### src/rtl/a2d_pkg.sv
// Shared types and helpers for the ADC128S conversion scheduler.
// Latency: n/a (types, constants and pure functions only).
// Backpressure: n/a.
package a2d_pkg;

  typedef enum logic [2:0] {IDLE, CMD, W1, GAPS, RD, W2} a2d_state_t;

  // ADC128S input channel of each sensor
  localparam logic [2:0] CH_LFT   = 3'd0;
  localparam logic [2:0] CH_RGHT  = 3'd4;
  localparam logic [2:0] CH_STEER = 3'd5;
  localparam logic [2:0] CH_BATT  = 3'd6;

  // Round-robin slot -> ADC channel
  function automatic logic [2:0] idx2chnl(input logic [1:0] idx);
    logic [2:0] ch;
    ch = CH_LFT;
    unique case (idx)
      2'd0: ch = CH_LFT;
      2'd1: ch = CH_RGHT;
      2'd2: ch = CH_STEER;
      2'd3: ch = CH_BATT;
    endcase
    return ch;
  endfunction

  // Control word: channel select lives in bits [13:11]
  function automatic logic [15:0] mk_cmd(input logic [2:0] chnl);
    return {2'b00, chnl, 11'h000};
  endfunction

endpackage

### src/rtl/a2d_timer.sv
// Loadable down-counter used as the sample-interval timer and the SPI watchdog.
// Latency: zero_o is registered state; a load is visible the cycle after ld_i.
// Backpressure: none; en_i freezes the count, ld_i has priority over en_i.
//
// Ports: clk_i, rst_i (sync, active high), ld_i/ld_val_i (reload),
//        en_i (decrement enable), zero_o (count has reached zero).
module a2d_timer #(
  parameter int            W       = 16,
  parameter logic [W-1:0]  RST_VAL = '0
) (
  input  logic         clk_i,
  input  logic         rst_i,
  input  logic         ld_i,
  input  logic         en_i,
  input  logic [W-1:0] ld_val_i,
  output logic         zero_o
);

  logic [W-1:0] cnt_q, cnt_d;

  // Saturates at zero so an expired count stays visible until reloaded
  always_comb begin
    cnt_d = cnt_q;
    if (ld_i)
      cnt_d = ld_val_i;
    else if (en_i && (cnt_q != '0))
      cnt_d = cnt_q - W'(1);
  end

  always_ff @(posedge clk_i) begin
    if (rst_i) cnt_q <= RST_VAL;
    else       cnt_q <= cnt_d;
  end

  assign zero_o = (cnt_q == '0);

endmodule

### src/rtl/a2d_sched.sv
// Round-robin ADC128S scheduler: lft, rght, steer, batt; two SPI transactions per
//   conversion (channel out in the first, result back in the second).
// Latency: start to vld = two SPI transactions + GAP + 4 cycles.
// Backpressure: none; nxt during a conversion is dropped, watchdog abandons a stuck SPI.
//
// Ports: clk_i, rst_i (sync, active high), en_i, nxt_i,
//        spi_wrt_o/spi_cmd_o -> SPI master, spi_done_i/spi_rd_i <- SPI master,
//        lft_ld_o, rght_ld_o, steer_pot_o, batt_o (held results),
//        vld_o, round_done_o (pulses), tmo_err_o (sticky).
module a2d_sched
  import a2d_pkg::*;
#(
  parameter logic [15:0] INTERVAL = 16'd4096,
  parameter logic [15:0] TIMEOUT  = 16'd2048,
  parameter logic [3:0]  GAP      = 4'd2      // must be at least 1
) (
  input  logic        clk_i,
  input  logic        rst_i,
  input  logic        en_i,
  input  logic        nxt_i,
  output logic        spi_wrt_o,
  output logic [15:0] spi_cmd_o,
  input  logic        spi_done_i,
  input  logic [15:0] spi_rd_i,
  output logic [11:0] lft_ld_o,
  output logic [11:0] rght_ld_o,
  output logic [11:0] steer_pot_o,
  output logic [11:0] batt_o,
  output logic        vld_o,
  output logic        round_done_o,
  output logic        tmo_err_o
);

  a2d_state_t  state_q;
  logic [1:0]  idx_q;
  logic [3:0]  gap_q;
  logic        spi_wrt_q, vld_q, round_done_q, tmo_err_q;
  logic [15:0] spi_cmd_q;
  logic [11:0] lft_q, rght_q, steer_q, batt_q;

  logic start, waiting, tmo, ivl_zero, wdog_zero;
  logic unused_rd_hi;

  assign unused_rd_hi = ^spi_rd_i[15:12];

  assign waiting = (state_q == W1) || (state_q == W2);
  // Timer expiry and nxt in the same cycle collapse into one start
  assign start   = (state_q == IDLE) && en_i && (ivl_zero || nxt_i);
  // A done arriving on the last watchdog cycle still wins
  assign tmo     = waiting && wdog_zero && !spi_done_i;

  // Interval timer: counts only while idle and enabled, holds otherwise
  a2d_timer #(.W(16), .RST_VAL(INTERVAL - 16'd1)) u_ivl (
    .clk_i    (clk_i),
    .rst_i    (rst_i),
    .ld_i     (start),
    .en_i     ((state_q == IDLE) && en_i),
    .ld_val_i (INTERVAL - 16'd1),
    .zero_o   (ivl_zero)
  );

  // Watchdog: rearmed in the spi_wrt cycle of each transaction
  a2d_timer #(.W(16), .RST_VAL(TIMEOUT - 16'd1)) u_wdog (
    .clk_i    (clk_i),
    .rst_i    (rst_i),
    .ld_i     ((state_q == CMD) || (state_q == RD)),
    .en_i     (waiting),
    .ld_val_i (TIMEOUT - 16'd1),
    .zero_o   (wdog_zero)
  );

  always_ff @(posedge clk_i) begin
    if (rst_i) begin
      state_q      <= IDLE;
      idx_q        <= 2'd0;
      gap_q        <= 4'd0;
      spi_wrt_q    <= 1'b0;
      spi_cmd_q    <= 16'h0000;
      vld_q        <= 1'b0;
      round_done_q <= 1'b0;
      tmo_err_q    <= 1'b0;
      lft_q        <= 12'h000;
      rght_q       <= 12'h000;
      steer_q      <= 12'h000;
      batt_q       <= 12'h000;
    end else begin
      spi_wrt_q    <= 1'b0;
      vld_q        <= 1'b0;
      round_done_q <= 1'b0;
      unique case (state_q)
        IDLE: if (start) begin
          state_q   <= CMD;
          spi_wrt_q <= 1'b1;
          spi_cmd_q <= mk_cmd(idx2chnl(idx_q));
        end
        CMD: state_q <= W1;
        W1: begin
          // first read-back belongs to the previous channel and is dropped
          if (spi_done_i) begin
            state_q <= GAPS;
            gap_q   <= GAP - 4'd1;
          end else if (tmo) begin
            state_q   <= IDLE;
            tmo_err_q <= 1'b1;
            idx_q     <= idx_q + 2'd1;
          end
        end
        GAPS: begin
          if (gap_q == 4'd0) begin
            state_q   <= RD;
            spi_wrt_q <= 1'b1;   // same spi_cmd word as the first transaction
          end else begin
            gap_q <= gap_q - 4'd1;
          end
        end
        RD: state_q <= W2;
        W2: begin
          if (spi_done_i) begin
            unique case (idx_q)
              2'd0: lft_q   <= spi_rd_i[11:0];
              2'd1: rght_q  <= spi_rd_i[11:0];
              2'd2: steer_q <= spi_rd_i[11:0];
              2'd3: batt_q  <= spi_rd_i[11:0];
            endcase
            vld_q        <= 1'b1;
            round_done_q <= (idx_q == 2'd3);
            idx_q        <= idx_q + 2'd1;
            state_q      <= IDLE;
          end else if (tmo) begin
            state_q   <= IDLE;
            tmo_err_q <= 1'b1;
            idx_q     <= idx_q + 2'd1;
          end
        end
        default: state_q <= IDLE;
      endcase
    end
  end

  assign spi_wrt_o    = spi_wrt_q;
  assign spi_cmd_o    = spi_cmd_q;
  assign lft_ld_o     = lft_q;
  assign rght_ld_o    = rght_q;
  assign steer_pot_o  = steer_q;
  assign batt_o       = batt_q;
  assign vld_o        = vld_q;
  assign round_done_o = round_done_q;
  assign tmo_err_o    = tmo_err_q;

endmodule
### config.mk
export PLATFORM = sky130hd
export DESIGN_NAME = a2d_sched
export DESIGN_NICKNAME = d
export VERILOG_FILES = /design/src/rtl/a2d_pkg.sv /design/src/rtl/a2d_timer.sv /design/src/rtl/a2d_sched.sv
export SDC_FILE = /design/constraint.sdc
export NUM_CORES = 1
export LEC_CHECK = 0
export BUFFER_PORTS_ARGS = -buffer_cell sky130_fd_sc_hd__clkbuf_2
export CAP_MARGIN = 20
export CORE_MARGIN = 2
export CORE_UTILIZATION = 50
export DETAILED_ROUTE_END_ITERATION = 10
export PLACE_DENSITY = 0.8
export SLEW_MARGIN = 10
export SYNTH_ARGS = -nofsm -noshare
export SYNTH_HDL_FRONTEND = slang
export SYNTH_SLANG_ARGS = --single-unit
### constraint.sdc
create_clock -name clk_i -period 4.03 [get_ports clk_i]
set_input_delay 0.6045 -clock clk_i [delete_from_list [all_inputs] [get_ports clk_i]]
set_output_delay 0.6045 -clock clk_i [all_outputs]
set_load 0.02 [all_outputs]
Yosys cells after proc, flatten, opt, wreduce, memory -nomap -nowiden

Cells that the tools add are included.

Add/subtract/negate cells: 4
Equal/unequal tests: 13
Multiplexer cells: 18
Bitwise gates (word level): 2
Reduce and logical (&&, ||, !) cells: 33

Operators with widths:

| cell                    | number |
|---|---|
| $logic_not A16 Y1       | 2 |
| $reduce_bool A16 Y1     | 2 |
| $sub A16 B1 Y16 const B | 2 |
| $pmux W3 S6             | 1 |
| $reduce_and A3 Y1       | 6 |
| $mux W3                 | 5 |
| $pmux W3 S4             | 1 |
| $ne A2 B2 Y1 const B    | 5 |
| $mux W4                 | 2 |
| $pmux W4 S2             | 1 |
| $reduce_or A2 Y1        | 4 |
| $eq A3 B2 Y1 const B    | 2 |
| $eq A3 B3 Y1 const B    | 2 |
| $logic_and A1 B1 Y1     | 6 |
| $mux W2                 | 3 |
| $reduce_and A2 Y1       | 3 |
| $eq A2 B2 Y1 const B    | 2 |
| $logic_not A4 Y1        | 1 |
| $pmux W2 S2             | 1 |
| $reduce_bool A2 Y1      | 2 |
| $sub A4 B1 Y4 const B   | 1 |
| $eq A3 B1 Y1 const B    | 1 |
| $logic_not A3 Y1        | 1 |
| $logic_or A1 B1 Y1      | 3 |
| 8 further kinds         | 11 |

Register bits after elaboration: 96
Bits of input ports: 21
Word-level logic and storage cells: 84

Longest topological paths before layout

Depth in word-level cells: 7
Mapped depth: 7

Cells and area by module

Synthesis repeated with hierarchy kept, for this count alone.

Cells, all modules: 586
Area total of the unflattened synthesis: 4753.3 um^2

By module, submodules not included:

| module              | instances | cells an instance | area an instance (um^2) | seq. area each (um^2) |
|---|---|---|---|---|
| a2d_sched           | 1         | 327               | 2688.8                  | 1281.2 |
| a2d_timer at u_wdog | 1         | 134               | 1066.0                  | 320.3 |
| a2d_timer at u_ivl  | 1         | 125               | 998.5                   | 320.3 |

Least setup slack after synthesis

OpenSTA, ideal clock, no wires.

Kind: register to register
Start point: register u_wdog.cnt_q[10]
End point: register u_wdog.cnt_q[5]
Setup time: 0.129 ns
Arrival time: 1.858 ns
Slack: 2.043 ns
Cell stages (with the launch flop): 7
Path buffers: 1
Cell sequence: dfxtp_1 -> or4_4 -> nor4b_4 -> buf_2 -> a211oi_1 -> xnor2_1 -> nand2_1

Word-level cells in the longest chain between the ends: 2

Ends and longest elaborated chain:

| element                | RTL line        | RTL |
|---|---|---|
| start, declared        | a2d_timer.sv:19 | `logic [W-1:0] cnt_q, cnt_d;` |
| start signal, assigned | a2d_timer.sv:32 | `else cnt_q <= cnt_d;` |
| $reduce_bool A16 Y1    | a2d_timer.sv:26 | `else if (en_i && (cnt_q != '0))` |
| $logic_and A1 B1 Y1    | a2d_timer.sv:26 |  |

Every way passes these cells.
A chain may end at the register's enable or synchronous reset.

Worst setup path in the final report

Start point: register u_wdog.cnt_q[10]
End point: register idx_q[1]

Word-level cells in the longest chain between the ends: 6

Ends and longest elaborated chain:

| element                              | RTL line         | RTL |
|---|---|---|
| $logic_not A16 Y1 (*)                | a2d_timer.sv:35  | `assign zero_o = (cnt_q == '0);` |
| $logic_and A1 B1 Y1 (*) (2 in a row) | a2d_sched.sv:50  | `assign tmo = waiting && wdog_zero && !spi_done_i;` |
| $mux W2 (*)                          | --               |  |
| $mux W2 (on tied branches)           | --               |  |
| $pmux W2 S2 (*)                      | --               |  |
| end signal, assigned                 | a2d_sched.sv:105 | `idx_q <= idx_q + 2'd1;` |
| end signal, assigned                 | a2d_sched.sv:127 | `idx_q <= idx_q + 2'd1;` |
| end signal, assigned                 | a2d_sched.sv:132 | `idx_q <= idx_q + 2'd1;` |
| end, declared                        | a2d_sched.sv:35  | `logic [1:0] idx_q;` |

Mark *: on every way between the ends. The rest lies on a longest branch, timed or not. The select of a mux whose other input is x is not followed.

==> flow_metrics.env <==
export IMPL_outcome="completed"
export IMPL_reg2reg_from="u_wdog.cnt_q[10]"
export IMPL_period_needed_ns=2.49
export IMPL_layout_common_cells="127 x nand2_1, 96 x dfxtp_1, 71 x clkbuf_2"
export IMPL_finalSetupViolCount=0
export IMPL_hold_class="reg -> reg"
export IMPL_synthSimpleGateAreaFrac_pct=25.9
export IMPL_areaGrowthSynthToFinish_pct=12.8
export IMPL_rsz0062_at_grt="false"
export IMPL_clockBufferDepth=2
export IMPL_muxShareOfSynthArea_pct=0.475
export IMPL_synth_top_family_by_area="simple AND/OR/NAND/NOR gates"
export IMPL_max_stage_delay_ns=0.79
export IMPL_synth_seq_cells=96
export IMPL_overflow=0
export IMPL_syn_mean_instance_area_um2=8.33
export IMPL_ys_types=56
export IMPL_grt_use_total_pct=20.5
export IMPL_avgViaCountPerCell=5.22
export IMPL_cts_buffers=9
export IMPL_grt_max_degree=56
export IMPL_critical_path_endpoint_type="register"
export IMPL_antenna_found_initial=0
export IMPL_synthXorXnorAreaFrac_pct=6.44
export IMPL_cts_root_buf="clkbuf_8"
export IMPL_first_pass_iters=4
export IMPL_initial_core_util_pct=51.6
export IMPL_yosysWarnings=0
export IMPL_path_delay_family="simple AND/OR/NAND/NOR gates"
export IMPL_start_kind="register"
export IMPL_internal_power_mw=1.27
export IMPL_hold_viol_final=0
export IMPL_reg2regPathDepth=5
export IMPL_pwr_share_comb_pct=8.5
export IMPL_die_x_um=95.8
export IMPL_synth_async_sr_flop_share_pct=0
export IMPL_fin_skew_ns=0.0148
export IMPL_worstSetupStartpoint="u_wdog.cnt_q[10]"
export IMPL_slowest_stage="nor4b_4"
export IMPL_power_mw=1.75
export IMPL_r2r_end="idx_q[1]"
export IMPL_drive_above_1_share_pct=17.3
export IMPL_synth_edf_count=0
export IMPL_dp_hpwl_mm=6.70
export IMPL_cp_required_ns=4.28
export IMPL_clk_pin_slew_worst_paths_ns=0.09
export IMPL_critPathCapture="idx_q[1]"
export IMPL_cp_arrival_ns=2.74
export IMPL_critPathBufInv=0
export IMPL_grt_pass1_wl_mm=14.7
export IMPL_cts_hold_repair_buffers=0
export IMPL_h_tree_depth=3
export IMPL_gp_congestion=0.768
export IMPL_netlist_area_mm2=0.00422
export IMPL_antenna_cells=0
export IMPL_fin_crit_sh_pct=61.7
export IMPL_die_h_um=95.8
export IMPL_grt_pass1_vias=3130
export IMPL_crit_path_max_fanout=17
export IMPL_io_buffers=71
export IMPL_fillers=744
export IMPL_fin_nets=594
export IMPL_maxCapViolCount=0
export IMPL_tightestPinTransition_ns=0.872
export IMPL_power_switching_mw=0.478
export IMPL_insertion_delay_ns=0.37
export IMPL_num_vias=3515
export IMPL_wl_per_cell_um=13.7
export IMPL_ys_seq_area_share_pct=45.6
export IMPL_cts_resized=0
export IMPL_crit_path_cell_trace="or4_4, nor4b_4, and2_1, nor3_1, o32a_1"
export IMPL_coreArea_mm2=0.00818
export IMPL_synth_compound_area_share_pct=12.9
export IMPL_seqCellArea_mm2=0.00192
export IMPL_worst_path_stages=5
export IMPL_post_cts_buffers=0
export IMPL_dieArea_mm2=0.00918
export IMPL_p_clk_share_pct=35.2
export IMPL_power_leakage_nw=1.81
export IMPL_regToRegSetupSlack_ns=1.54
export IMPL_io_pins=89
export IMPL_drc_errors=0
export IMPL_final_common_cell="nand2_1"
export IMPL_worstSetupPathType="reg -> reg"
export IMPL_pwr_share_seq_pct=56.2
export IMPL_slew_violations=0
export IMPL_hold_slack_ns=0.457
export IMPL_cts_tree="built"
export IMPL_max_freq_mhz=402
export IMPL_multi_input_area_mm2=0.00210
export IMPL_fin_setup_tns_ns=0
export IMPL_synth_cells=506
export IMPL_routed_wl_mm=9.25
export IMPL_synth_ff_type="dfxtp_1"
export IMPL_postRouteAntennaNets=0
export IMPL_cts_sinks=96
export IMPL_peakVddDrop_uv=167
export IMPL_slew_limit_headroom_pct=41.6
export IMPL_switching_share_pct=27.3
export IMPL_drtIter0Drc=160
export IMPL_power_density_mw_per_mm2=367
export IMPL_synthAdderAreaFrac_pct=2.97
export IMPL_row_count=33
==> metrics by stage <==
stage	cells	util (%)	instance area (um^2)	setup slack, ns
5_1_grt	673	58.2	4760	1.40
4_1_cts	673	58.2	4760	1.55
2_1_floorplan	518	-	4260	2.04
6_report	673	58.2	4760	1.54
3_3_place_gp	657	55.8	4560	1.60
3_5_place_dp	657	55.8	4560	1.57
==> sequential cells by signal (all words and copies together), names as in the netlist <==
register and flops:
batt_o 12, gap_q 4, idx_q 2, lft_ld_o 12
rght_ld_o 12, round_done_o 1, spi_cmd_o 3, spi_wrt_o 1
state_q 3, steer_pot_o 12, tmo_err_o 1, u_ivl.cnt_q 16
u_wdog.cnt_q 16, vld_o 1
==> worst reg2reg max path: stages, from the launching register on <==
cell	delay, ns
dfxtp_1	0.36
or4_4	0.58
nor4b_4	0.79
and2_1	0.31
nor3_1	0.06
o32a_1	0.29
==> worst min-delay path by stage <==
stage               slack (ns)             from         endpoint  cells past startpoint
global placement          0.44      lft_ld_o[0]      lft_ld_o[0]                      2
floorplan                 0.45  u_wdog.cnt_q[1]  u_wdog.cnt_q[1]                      2
detailed placement        0.45     rght_ld_o[9]     rght_ld_o[9]                      2
CTS                       0.46     rght_ld_o[9]     rght_ld_o[9]                      2
finish                    0.46     rght_ld_o[9]     rght_ld_o[9]                      2
global route              0.48      lft_ld_o[4]      lft_ld_o[4]                      2
==> per-layer routing <==
layer,global-route usage (%),share of wire (%),up-vias
met5,0,0,-
met4,8.21,1.2,0
met3,4.39,6.1,13
met2,32.7,49,92
met1,26.9,44,1608
li1,-,-,1802
==> cells in the mapped netlist, drive strengths merged, types with 8 or more instances <==
cell type,instances,area (um^2)
ha,10,125
xnor2,29,254
nor2,31,116
inv,11,41.3
nand2,127,477
clkbuf,21,80.1
or3,8,50.1
buf,17,118
nor3,13,65.1
dfxtp,96,1920
a21oi,57,289
nor4,11,83.8
==> kinds of logic after synthesis <==
logic type | Yosys count
and+or+nand+nor | 227
adders and majority gates | 10
xor gates and xnor gates | 31
AOI/OAI and AO/OA | 90
muxes | 2
other | 1
DFF | 96
buffers and inverters | 49
==> power by group through the flow <==
stage               sequential, mW  combinational [mW]  clock (mW)
global placement              1.00               0.143           0
CTS                          0.982               0.148       0.630
detailed placement            1.00               0.147           0
finish                       0.982               0.149       0.615
global route                 0.985               0.166       0.673
floorplan                    0.994               0.126           0
==> area by class of cell <==
cell class,instances,share of cell area [%]
well taps,105,2.76
clock buffers,10,2.89
inverters,11,0.868
repair buffers,72,7.63
flip-flops and latches,96,40.4
multi-input cells,373,44.2
clock inverters,6,1.26
No activity file was read; power rests on OpenSTA's default activity.
